==> config.mk <==
export PLATFORM = sky130hd
export DESIGN_NAME = mac_ifm_feeder
export DESIGN_NICKNAME = d
export VERILOG_FILES = /design/src/rtl/mac_pkg.sv /design/src/rtl/tx_pkg.sv /design/src/rtl/tx_skid_buf.sv /design/src/rtl/mac_ifm_feeder.sv
export SDC_FILE = /design/constraint.sdc
export NUM_CORES = 2
export LEC_CHECK = 0
export BUFFER_PORTS_ARGS = -buffer_cell sky130_fd_sc_hd__buf_2
export CELL_PAD_IN_SITES_DETAIL_PLACEMENT = 2
export CELL_PAD_IN_SITES_GLOBAL_PLACEMENT = 2
export CORE_AREA = 2 2 456 458
export DETAILED_ROUTE_END_ITERATION = 6
export DIE_AREA = 0 0 458 460
export PLACE_DENSITY_LB_ADDON = 0.05
export SYNTH_ARGS = -nofsm -noshare
export SYNTH_HDL_FRONTEND = slang
export SYNTH_SLANG_ARGS = --single-unit
==> constraint.sdc <==
create_clock -name clk -period 77.2 [get_ports clk]
set_input_delay 3.86 -clock clk [delete_from_list [all_inputs] [get_ports clk]]
set_output_delay 3.86 -clock clk [all_outputs]
set_load 0.02 [all_outputs]
==> src/rtl/mac_pkg.sv <==
// MAC array constants shared by the IFM/WFM feed paths.
package mac_pkg;

  localparam int unsigned MAC_W_ELEMENT = 8;
  localparam int unsigned MAC_LANES     = 64;

endpackage

==> src/rtl/tx_pkg.sv <==
// Transfer types between the line buffers, the feeders and the MAC array.
package tx_pkg;

  import mac_pkg::*;

  localparam int unsigned TX_CNT_W = 16;

  typedef struct packed {
    logic [MAC_LANES-1:0][MAC_W_ELEMENT-1:0] data;
    logic [MAC_LANES-1:0]                    element_valid;
    logic                                    inter_end;
    logic                                    accum_end;
  } mac_ifm_port;

  typedef struct packed {
    logic [6:0]          lane_cnt;
    logic [TX_CNT_W-1:0] inter_len;
    logic [TX_CNT_W-1:0] accum_len;
    logic [TX_CNT_W-1:0] job_len;
  } mac_ifm_feeder_cfg;

  // Zero in any field means "the natural default": 64 lanes, or a loop length of 1.
  function automatic mac_ifm_feeder_cfg cfg_sanitize(input logic [6:0]          lane_cnt,
                                                     input logic [TX_CNT_W-1:0] inter_len,
                                                     input logic [TX_CNT_W-1:0] accum_len,
                                                     input logic [TX_CNT_W-1:0] job_len);
    mac_ifm_feeder_cfg c;
    c.lane_cnt  = (lane_cnt == 7'd0) ? 7'(MAC_LANES) : lane_cnt;
    c.inter_len = (inter_len == '0) ? TX_CNT_W'(1) : inter_len;
    c.accum_len = (accum_len == '0) ? TX_CNT_W'(1) : accum_len;
    c.job_len   = (job_len == '0) ? TX_CNT_W'(1) : job_len;
    return c;
  endfunction

endpackage

==> src/rtl/tx_skid_buf.sv <==
// Two-entry skid buffer, generic over the payload type. Ready upstream is derived from
// o_entries only, so no combinational path runs from i_ready back to the producer.
module tx_skid_buf #(
  parameter type T = logic
) (
  input  logic       clk,
  input  logic       rst,
  input  logic       i_push,
  input  T           i_data,
  output logic       o_valid,
  output T           o_data,
  input  logic       i_ready,
  output logic [1:0] o_entries
);

  logic [1:0] cnt_q, cnt_d;
  logic       wr_q, rd_q;
  logic       push_ok, pop;
  T           mem_q [2];

  assign push_ok   = i_push && (cnt_q != 2'd2);
  assign pop       = o_valid && i_ready;
  assign o_valid   = (cnt_q != 2'd0);
  assign o_data    = mem_q[rd_q];
  assign o_entries = cnt_q;

  always_comb begin
    cnt_d = cnt_q;
    if (push_ok && !pop) begin
      cnt_d = cnt_q + 2'd1;
    end else if (!push_ok && pop) begin
      cnt_d = cnt_q - 2'd1;
    end
  end

  always_ff @(posedge clk or posedge rst) begin
    if (rst) begin
      cnt_q    <= 2'd0;
      wr_q     <= 1'b0;
      rd_q     <= 1'b0;
      mem_q[0] <= '0;
      mem_q[1] <= '0;
    end else begin
      cnt_q <= cnt_d;
      if (push_ok) begin
        mem_q[wr_q] <= i_data;
        wr_q        <= ~wr_q;
      end
      if (pop) begin
        rd_q <= ~rd_q;
      end
    end
  end

endmodule

==> src/rtl/mac_ifm_feeder.sv <==
// Feeds lane-masked, loop-tagged IFM beats to the MAC array through a 2-entry skid buffer.
// Define MAC_IFM_FEEDER_STAT_EN to add the o_stall_cnt output-backpressure counter.
module mac_ifm_feeder
  import mac_pkg::*;
  import tx_pkg::*;
#(
  parameter int unsigned CNT_W  = TX_CNT_W,
  parameter int unsigned ELEM_W = MAC_W_ELEMENT
) (
  input  logic                        clk,
  input  logic                        rst,
  input  logic                        i_start,
  input  logic [6:0]                  i_cfg_lane_cnt,
  input  logic [CNT_W-1:0]            i_cfg_inter_len,
  input  logic [CNT_W-1:0]            i_cfg_accum_len,
  input  logic [CNT_W-1:0]            i_cfg_job_len,
  input  logic [ELEM_W*MAC_LANES-1:0] i_data,
  input  logic                        i_valid,
  output logic                        o_ready,
  output mac_ifm_port                 o_ifm,
  output logic                        o_valid,
  input  logic                        i_ready,
  output logic                        o_busy,
  output logic                        o_done
`ifdef MAC_IFM_FEEDER_STAT_EN
  ,
  output logic [31:0]                 o_stall_cnt
`endif
);

  typedef enum logic [1:0] {StIdle, StRun, StDrain} state_e;

  localparam logic [CNT_W-1:0] CntOne = CNT_W'(1);

  state_e            state_q, state_d;
  mac_ifm_feeder_cfg cfg_q, cfg_d;
  logic [CNT_W-1:0]  beat_q, beat_d;
  logic [CNT_W-1:0]  inter_q, inter_d;
  logic [CNT_W-1:0]  accum_q, accum_d;
  logic              done_q, done_d;
  logic [1:0]        entries;
  logic              in_acc, push;
  logic              inter_end, accum_end, job_last;
  logic [MAC_LANES-1:0] lane_en;
  mac_ifm_port       beat;

  assign o_ready   = (state_q == StRun) && (entries != 2'd2);
  assign in_acc    = i_valid && o_ready;
  assign o_busy    = (state_q != StIdle);
  assign o_done    = done_q;
  assign inter_end = (beat_q == cfg_q.inter_len - CntOne);
  assign accum_end = inter_end && (inter_q == cfg_q.accum_len - CntOne);
  assign job_last  = accum_end && (accum_q == cfg_q.job_len - CntOne);

  always_comb begin
    beat    = '0;
    lane_en = '0;
    for (int unsigned i = 0; i < MAC_LANES; i++) begin
      lane_en[i]   = (7'(i) < cfg_q.lane_cnt);
      beat.data[i] = lane_en[i] ? i_data[i*ELEM_W +: ELEM_W] : '0;
    end
    beat.element_valid = lane_en;
    beat.inter_end     = inter_end;
    beat.accum_end     = accum_end;
  end

  always_comb begin
    state_d = state_q;
    cfg_d   = cfg_q;
    beat_d  = beat_q;
    inter_d = inter_q;
    accum_d = accum_q;
    done_d  = 1'b0;
    push    = 1'b0;
    case (state_q)
      StIdle: begin
        if (i_start) begin
          cfg_d   = cfg_sanitize(i_cfg_lane_cnt, i_cfg_inter_len, i_cfg_accum_len,
                                 i_cfg_job_len);
          beat_d  = '0;
          inter_d = '0;
          accum_d = '0;
          state_d = StRun;
        end
      end
      StRun: begin
        if (in_acc) begin
          push = 1'b1;
          // Nested wrap: beat -> inter group -> accumulation; the job ends on the last one.
          if (inter_end) begin
            beat_d = '0;
            if (accum_end) begin
              inter_d = '0;
              if (job_last) begin
                state_d = StDrain;
              end else begin
                accum_d = accum_q + CntOne;
              end
            end else begin
              inter_d = inter_q + CntOne;
            end
          end else begin
            beat_d = beat_q + CntOne;
          end
        end
      end
      StDrain: begin
        if (entries == 2'd0) begin
          state_d = StIdle;
          done_d  = 1'b1;
        end
      end
      default: state_d = StIdle;
    endcase
  end

  always_ff @(posedge clk or posedge rst) begin
    if (rst) begin
      state_q <= StIdle;
      cfg_q   <= '0;
      beat_q  <= '0;
      inter_q <= '0;
      accum_q <= '0;
      done_q  <= 1'b0;
    end else begin
      state_q <= state_d;
      cfg_q   <= cfg_d;
      beat_q  <= beat_d;
      inter_q <= inter_d;
      accum_q <= accum_d;
      done_q  <= done_d;
    end
  end

  tx_skid_buf #(
    .T(mac_ifm_port)
  ) u_skid (
    .clk      (clk),
    .rst      (rst),
    .i_push   (push),
    .i_data   (beat),
    .o_valid  (o_valid),
    .o_data   (o_ifm),
    .i_ready  (i_ready),
    .o_entries(entries)
  );

`ifdef MAC_IFM_FEEDER_STAT_EN
  logic [31:0] stall_q, stall_d;

  always_comb begin
    stall_d = stall_q;
    if ((state_q == StIdle) && i_start) begin
      stall_d = '0;
    end else if (o_valid && !i_ready && (stall_q != '1)) begin
      stall_d = stall_q + 32'd1;
    end
  end

  always_ff @(posedge clk or posedge rst) begin
    if (rst) begin
      stall_q <= '0;
    end else begin
      stall_q <= stall_d;
    end
  end

  assign o_stall_cnt = stall_q;
`endif

endmodule

; Yosys cells after proc, flatten, opt, wreduce, memory -nomap -nowiden
; Cells that the tools add are included.
[totals]
register_bits = 1266
output_inout_bits = 582
elab_cells = 364
[classes]
n_addsub = 8
magnitude_cmp = 67
eq_ne = 13
mux = 100
n_bitwise = 4
n_reduce_logical = 26
[op_table]
columns = cell, count
row1 = two-way mux 578 bit, 4
row2 = bitwise mux 1156 bit, 1
row3 = demux 578 bit (select 1 bit), 1
row4 = two-way mux 8 bit, 64
row5 = < comparator 6 x 7 -> 1 bit (first input constant), 32
row6 = two-way mux 16 bit, 13
row7 = < comparator 5 x 7 -> 1 bit (first input constant), 16
row8 = case mux 16 bit (2 select lines), 3
row9 = < comparator 4 x 7 -> 1 bit (first input constant), 8
row10 = adder 16 x 1 -> 16 bit (second input constant), 3
row11 = == test 16 bit, 3
row12 = zero test 16 bit, 3
row13 = subtractor 16 x 1 -> 16 bit (second input constant), 3
row14 = < comparator 3 x 7 -> 1 bit (first input constant), 4
row15 = two-way mux 2 bit, 8
row16 = inequality test 2 bit (second input constant), 8
row17 = < comparator 1 x 7 -> 1 bit (first input constant), 2
row18 = < comparator 2 x 7 -> 1 bit (first input constant), 2
row19 = AND reduction 6 bit, 2
row20 = logical AND 1 bit, 9
row21 = nonzero test 2 bit, 4
row22 = zero test 7 bit, 1
row23 = two-way mux 7 bit, 1
row24 = case mux 2 bit (3 select lines), 1
row25 = 14 further kinds, 22

; Depth between registers and ports, before layout
[depth]
depth_word = 10
ltp_mapped = 15
mapped_depth_nobuf = 11

; By module
; From an unflattened synthesis, not the netlist that was laid out.
[hier_totals]
hier_cells = 4541
area_unflattened_um2 = 64994.8
[modules_own_cells]
columns = module, n_inst, cells_per_inst, area_each_um2, seq_area_each_um2
row1 = tx_skid_buf, 1, 3100, 54564.8, 29027.8
row2 = mac_ifm_feeder, 1, 1441, 10430.0, 2652.5

; Worst setup path before layout
; Ideal clock, no wire load.
[synth_timing]
path_type = in2reg
from = in i_valid
to = reg u_skid.mem_q[579] in the netlist's numbering
setup_time_ns = 0.125
t_arrival_ns = 5.487
path_slack_ns = 71.588
path_stages = 8
n_path_buf = 4
cell_sequence = nand2_1 -> inv_1 -> nand2b_1 -> clkbuf_1 -> clkbuf_1 -> clkbuf_1 -> clkbuf_1 -> mux2_2
[synth_between]
elab_chain_cells = 4
[synth_rtl]
columns = item, line_no
row1 = start: declaration, mac_ifm_feeder.sv:18  ; input logic i_valid,
row2 = logical AND 1 bit, mac_ifm_feeder.sv:48  ; assign in_acc = i_valid && o_ready;
row3 = two-way mux 1 bit, mac_ifm_feeder.sv:87  ; if (in_acc) begin
row4 = two-way mux 1 bit, mac_ifm_feeder.sv:75  ; case (state_q)
row5 = logical AND 1 bit, tx_skid_buf.sv:21  ; assign push_ok = i_push && (cnt_q != 2'd2);
row6 = net u_skid.push_ok, tx_skid_buf.sv:18  ; logic push_ok, pop;
row7 = end signal: indexed assignment, tx_skid_buf.sv:46  ; mem_q[wr_q] <= i_data;
row8 = end: declaration, tx_skid_buf.sv:19  ; T mem_q [2];
; The timed path passes the listed nets, and every way through them passes these cells.
; A chain may end at the register's enable or synchronous reset.

==> run summary <==
Outcome: completed
Post-layout nets: 7399
Area post-placement: 0.0646 sq mm
Final Setup Violations: 0
Worst Path Required: 73340 ps
Critical path class: flip-flop to output pin
Setup Skew: 27.2 ps
Flop pwr share: 39.2%
Post-Synthesis Cell Area: 0.0563 sq mm
CP startpoint kind: flip-flop
Initial antenna violation count: 132
Asr flop ratio synth: 100%
Core ar.: 0.206 sq mm
Pwr/cell area: 24.6 mW/mm^2
Combinational power share: 16.8%
DP Wirelength: 180000 um
Synth Area per Inst: 9.66 sq um
DR pass1 iterations: 5
FF+latch area: 0.0317 sq mm
Layout fillers: 22710
Clock share of power: 44.0%
Primary FF master, synth: dfrtp_1
Initial core utilization: 27.3%
Sw Ratio: 30.9%
PostCTS Resize Cnt: 0
Number of global-route vias before repair: 50689
RSZ-0062 raised after global routing: false
First-pass GRT wire length: 358000 um
Post-synthesis register bit count: 1266
Most common cell after layout, fill and taps aside: nand2_1
Final core utilization: 34.0%
Slew HR: 21.1%
DRC Markers: 0
Final min period: 9520 ps
P&R area growth vs syn: 24.4%
CP Max Fanout: 120
Via/cell ratio: 4.80
Gr ovfl total: 0
CP endpoint kind: output pin
CTS tree: yes
ANT nets after route: 0
Clk slew on worst S/H paths: 60 ps
Post-synth top area share: 56.3%
Post-route fraction of the period consumed by the critical path: 12.3%
Internal Power: 1.19 mW
Slew Viols, Final: 0
Register area share after synthesis: 56.3%
Commonest cells after routing, fill and taps aside: 1858 x nand2_1, 1262 x dfrtp_1, 1162 x o21ai_0
Setup Buffers After CTS: 0
Clock buffer depth: 3
CP delay by family, top: buffers and inverters
Overall via count from detail_route: 46471
Worst vdd ir: 0.0000212 V
IO Count: 1154
# hold bufs at CTS: 0
# rows: 167
Worst-Skew Late Latency: 790 ps
Actual slew at the worst max-slew pin: 1180 ps
Yosys warnings: 0
Max Cap Viol: 0
Largest stage delay, worst path: 980 ps
Fin. Hold Viols: 0
Top cells by area, synth: dfrtp_1 56%, nand2_1 12%, mux2_2 12%, o21ai_0 10%, clkbuf_1 2.5%
Final hold slack: 473 ps
Setup TNS: 0 ps
Cell taking the most area after synthesis: dfrtp_1
Fmax: 0.105 GHz
Slowest-stage cell, CP: dfrtp_4
CP dominant cell by count: buf_4
Critical path, cell by cell: buf_12 > buf_4 > buf_4 > buf_4 > mux2_2 > buf_2
Die ar.: 0.211 sq mm
Data arrival, critical path: 5660 ps
Clock root buffer: clkbuf_16
H-tree depth: 4
Post-synth EDFFs: 0
Total wire length: 245000 um
DR iter-0 viols: 2080
Fraction of layout cells with a size suffix above 1: 30.4%
Hold WC Path Type: flip-flop to flip-flop
Pin count of the biggest net entering global routing: 228
Overall Global Routing Usage: 22.9%
Cell variety after synth: 68
Switching Power: 533 uW
Clock buffers created by TritonCTS: 161
Gpl congestion: 0.793
Die width: 458 um
Final Cell Area: 0.0700 sq mm
Critical path buffers and inverters: 5
Clk sinks: 1266
Synth Instances: 5823
Post-Syn Nets: 6402
Leakage power: 33.8 nW
Die height: 460 um
Port Buffer Count: 1153
Area of the multi-input gates: 0.0231 sq mm
Avg WL per Cell: 25.3 um
[final timing paths]
| kind | start | end | slack, ps | depth (start not counted) |
|---|---|---|---|---|
| worst max-delay path | u_skid.rd_q | o_ifm[263] | 67680 | 6 |
| worst min-delay path | u_skid.mem_q[434] | u_skid.mem_q[434] | 470 | 2 |
| worst max register to register | state_q[1] | u_skid.mem_q[602] | 70600 | 11 |
| worst min register to register | u_skid.mem_q[434] | u_skid.mem_q[434] | 470 | 2 |
| max in group asynchronous | rst | u_skid.mem_q[526] | 69530 | 7 |
| min in group asynchronous | rst | u_skid.mem_q[349] | 3160 | 2 |
[power groups by stage]
stage | sequential (mW) | clock, mW | combinational [mW]
final | 0.677 | 0.759 | 0.289
after global routing | 0.677 | 0.811 | 0.318
after CTS | 0.677 | 0.786 | 0.300
after detailed placement | 0.689 | 0 | 0.299
after global placement | 0.689 | 0 | 0.297
after floorplan | 0.682 | 0 | 0.206
[cells by family (layout without fill, tap and decap cells)]
group / after synthesis / after routing / synth area share, %
compound gates: 1306 / 1306 / 12.0
xor+xnor: 82 / 82 / 1.28
fa+ha+maj: 7 / 7 / 0.156
buf+inv: 409 / 1533 / 2.76
flops: 1266 / 1266 / 56.3
mux: 619 / 619 / 12.4
other cells: 0 / 29 / 0
simple gates: 2134 / 2134 / 15.2
[layer usage]
metal / part of all wire (%) / global-route usage (%) / up-vias / wire, um
met2: 48 / 38.4 / 1043 / 118000
met1: 41 / 27.3 / 23183 / 100000
li1: - / - / 21668 / -
met3: 7.1 / 7.58 / 463 / 17400
met4: 3.8 / 7.93 / 114 / 9280
met5: 0.28 / 0 / - / 686
[through the flow]
| stage | power [mW] | cells | setup WS (ps) |
|---|---|---|---|
| global route | 1.81 | 9664 | 67410 |
| detailed placement | 0.988 | 9361 | 67650 |
| floorplan | 0.889 | 5823 | 37660 |
| finish | 1.73 | 9680 | 67680 |
| global placement | 0.986 | 9361 | 67740 |
| CTS | 1.76 | 9651 | 67540 |
[sequential cells by signal, summed over array words and instances (netlist names)]
name and count:
inter_q 16, u_skid.o_entries 2, beat_q 16, accum_q 16, u_skid.mem_q 1156, o_done 1, state_q 2, u_skid.wr_q 1
u_skid.rd_q 1, cfg_q 55
[final cells by class]
| cell class | count | share of cell area [%] |
|---|---|---|
| flip-flops and latches | 1266 | 45.3 |
| multi-input cells | 4148 | 33.0 |
| repair buffers | 1224 | 9.11 |
| clock buffers | 264 | 7.12 |
| well taps | 2704 | 4.83 |
| clock inverters | 26 | 0.461 |
| inverters | 19 | 0.113 |
| diodes | 29 | 0.104 |
[cell usage after synthesis, types with 3 or more instances]
cell / n
a211oi_1: 6
a21o_1: 7
a21oi_1: 59
a311oi_1: 5
a31oi_1: 12
and2_1: 10
and3_1: 12
buf_1: 15
buf_2: 4
clkbuf_1: 369
dfrtp_1: 1266
ha_1: 7
inv_1: 19
mux2_2: 614
mux2i_1: 5
nand2_1: 1860
nand2b_1: 12
nand3_1: 26
nand3b_1: 4
nand4_1: 13
nand4b_1: 3
nor2_1: 73
nor2b_1: 5
nor3_1: 25
nor3b_1: 6
nor4_1: 28
nor4b_1: 6
o21ai_0: 1164
o21ai_1: 14
o31ai_1: 10
or2_2: 11
or3_1: 13
or4_1: 15
or4b_1: 3
xnor2_1: 55
xor2_1: 27
[worst min-delay path: cells and delay by family (launching register included)]
family             cells  cell delay (ps)
DFF                    1              340
AOI/OAI and AO/OA      1               60
and+or+nand+nor        1               50
Power figures use the tool's default switching activity.
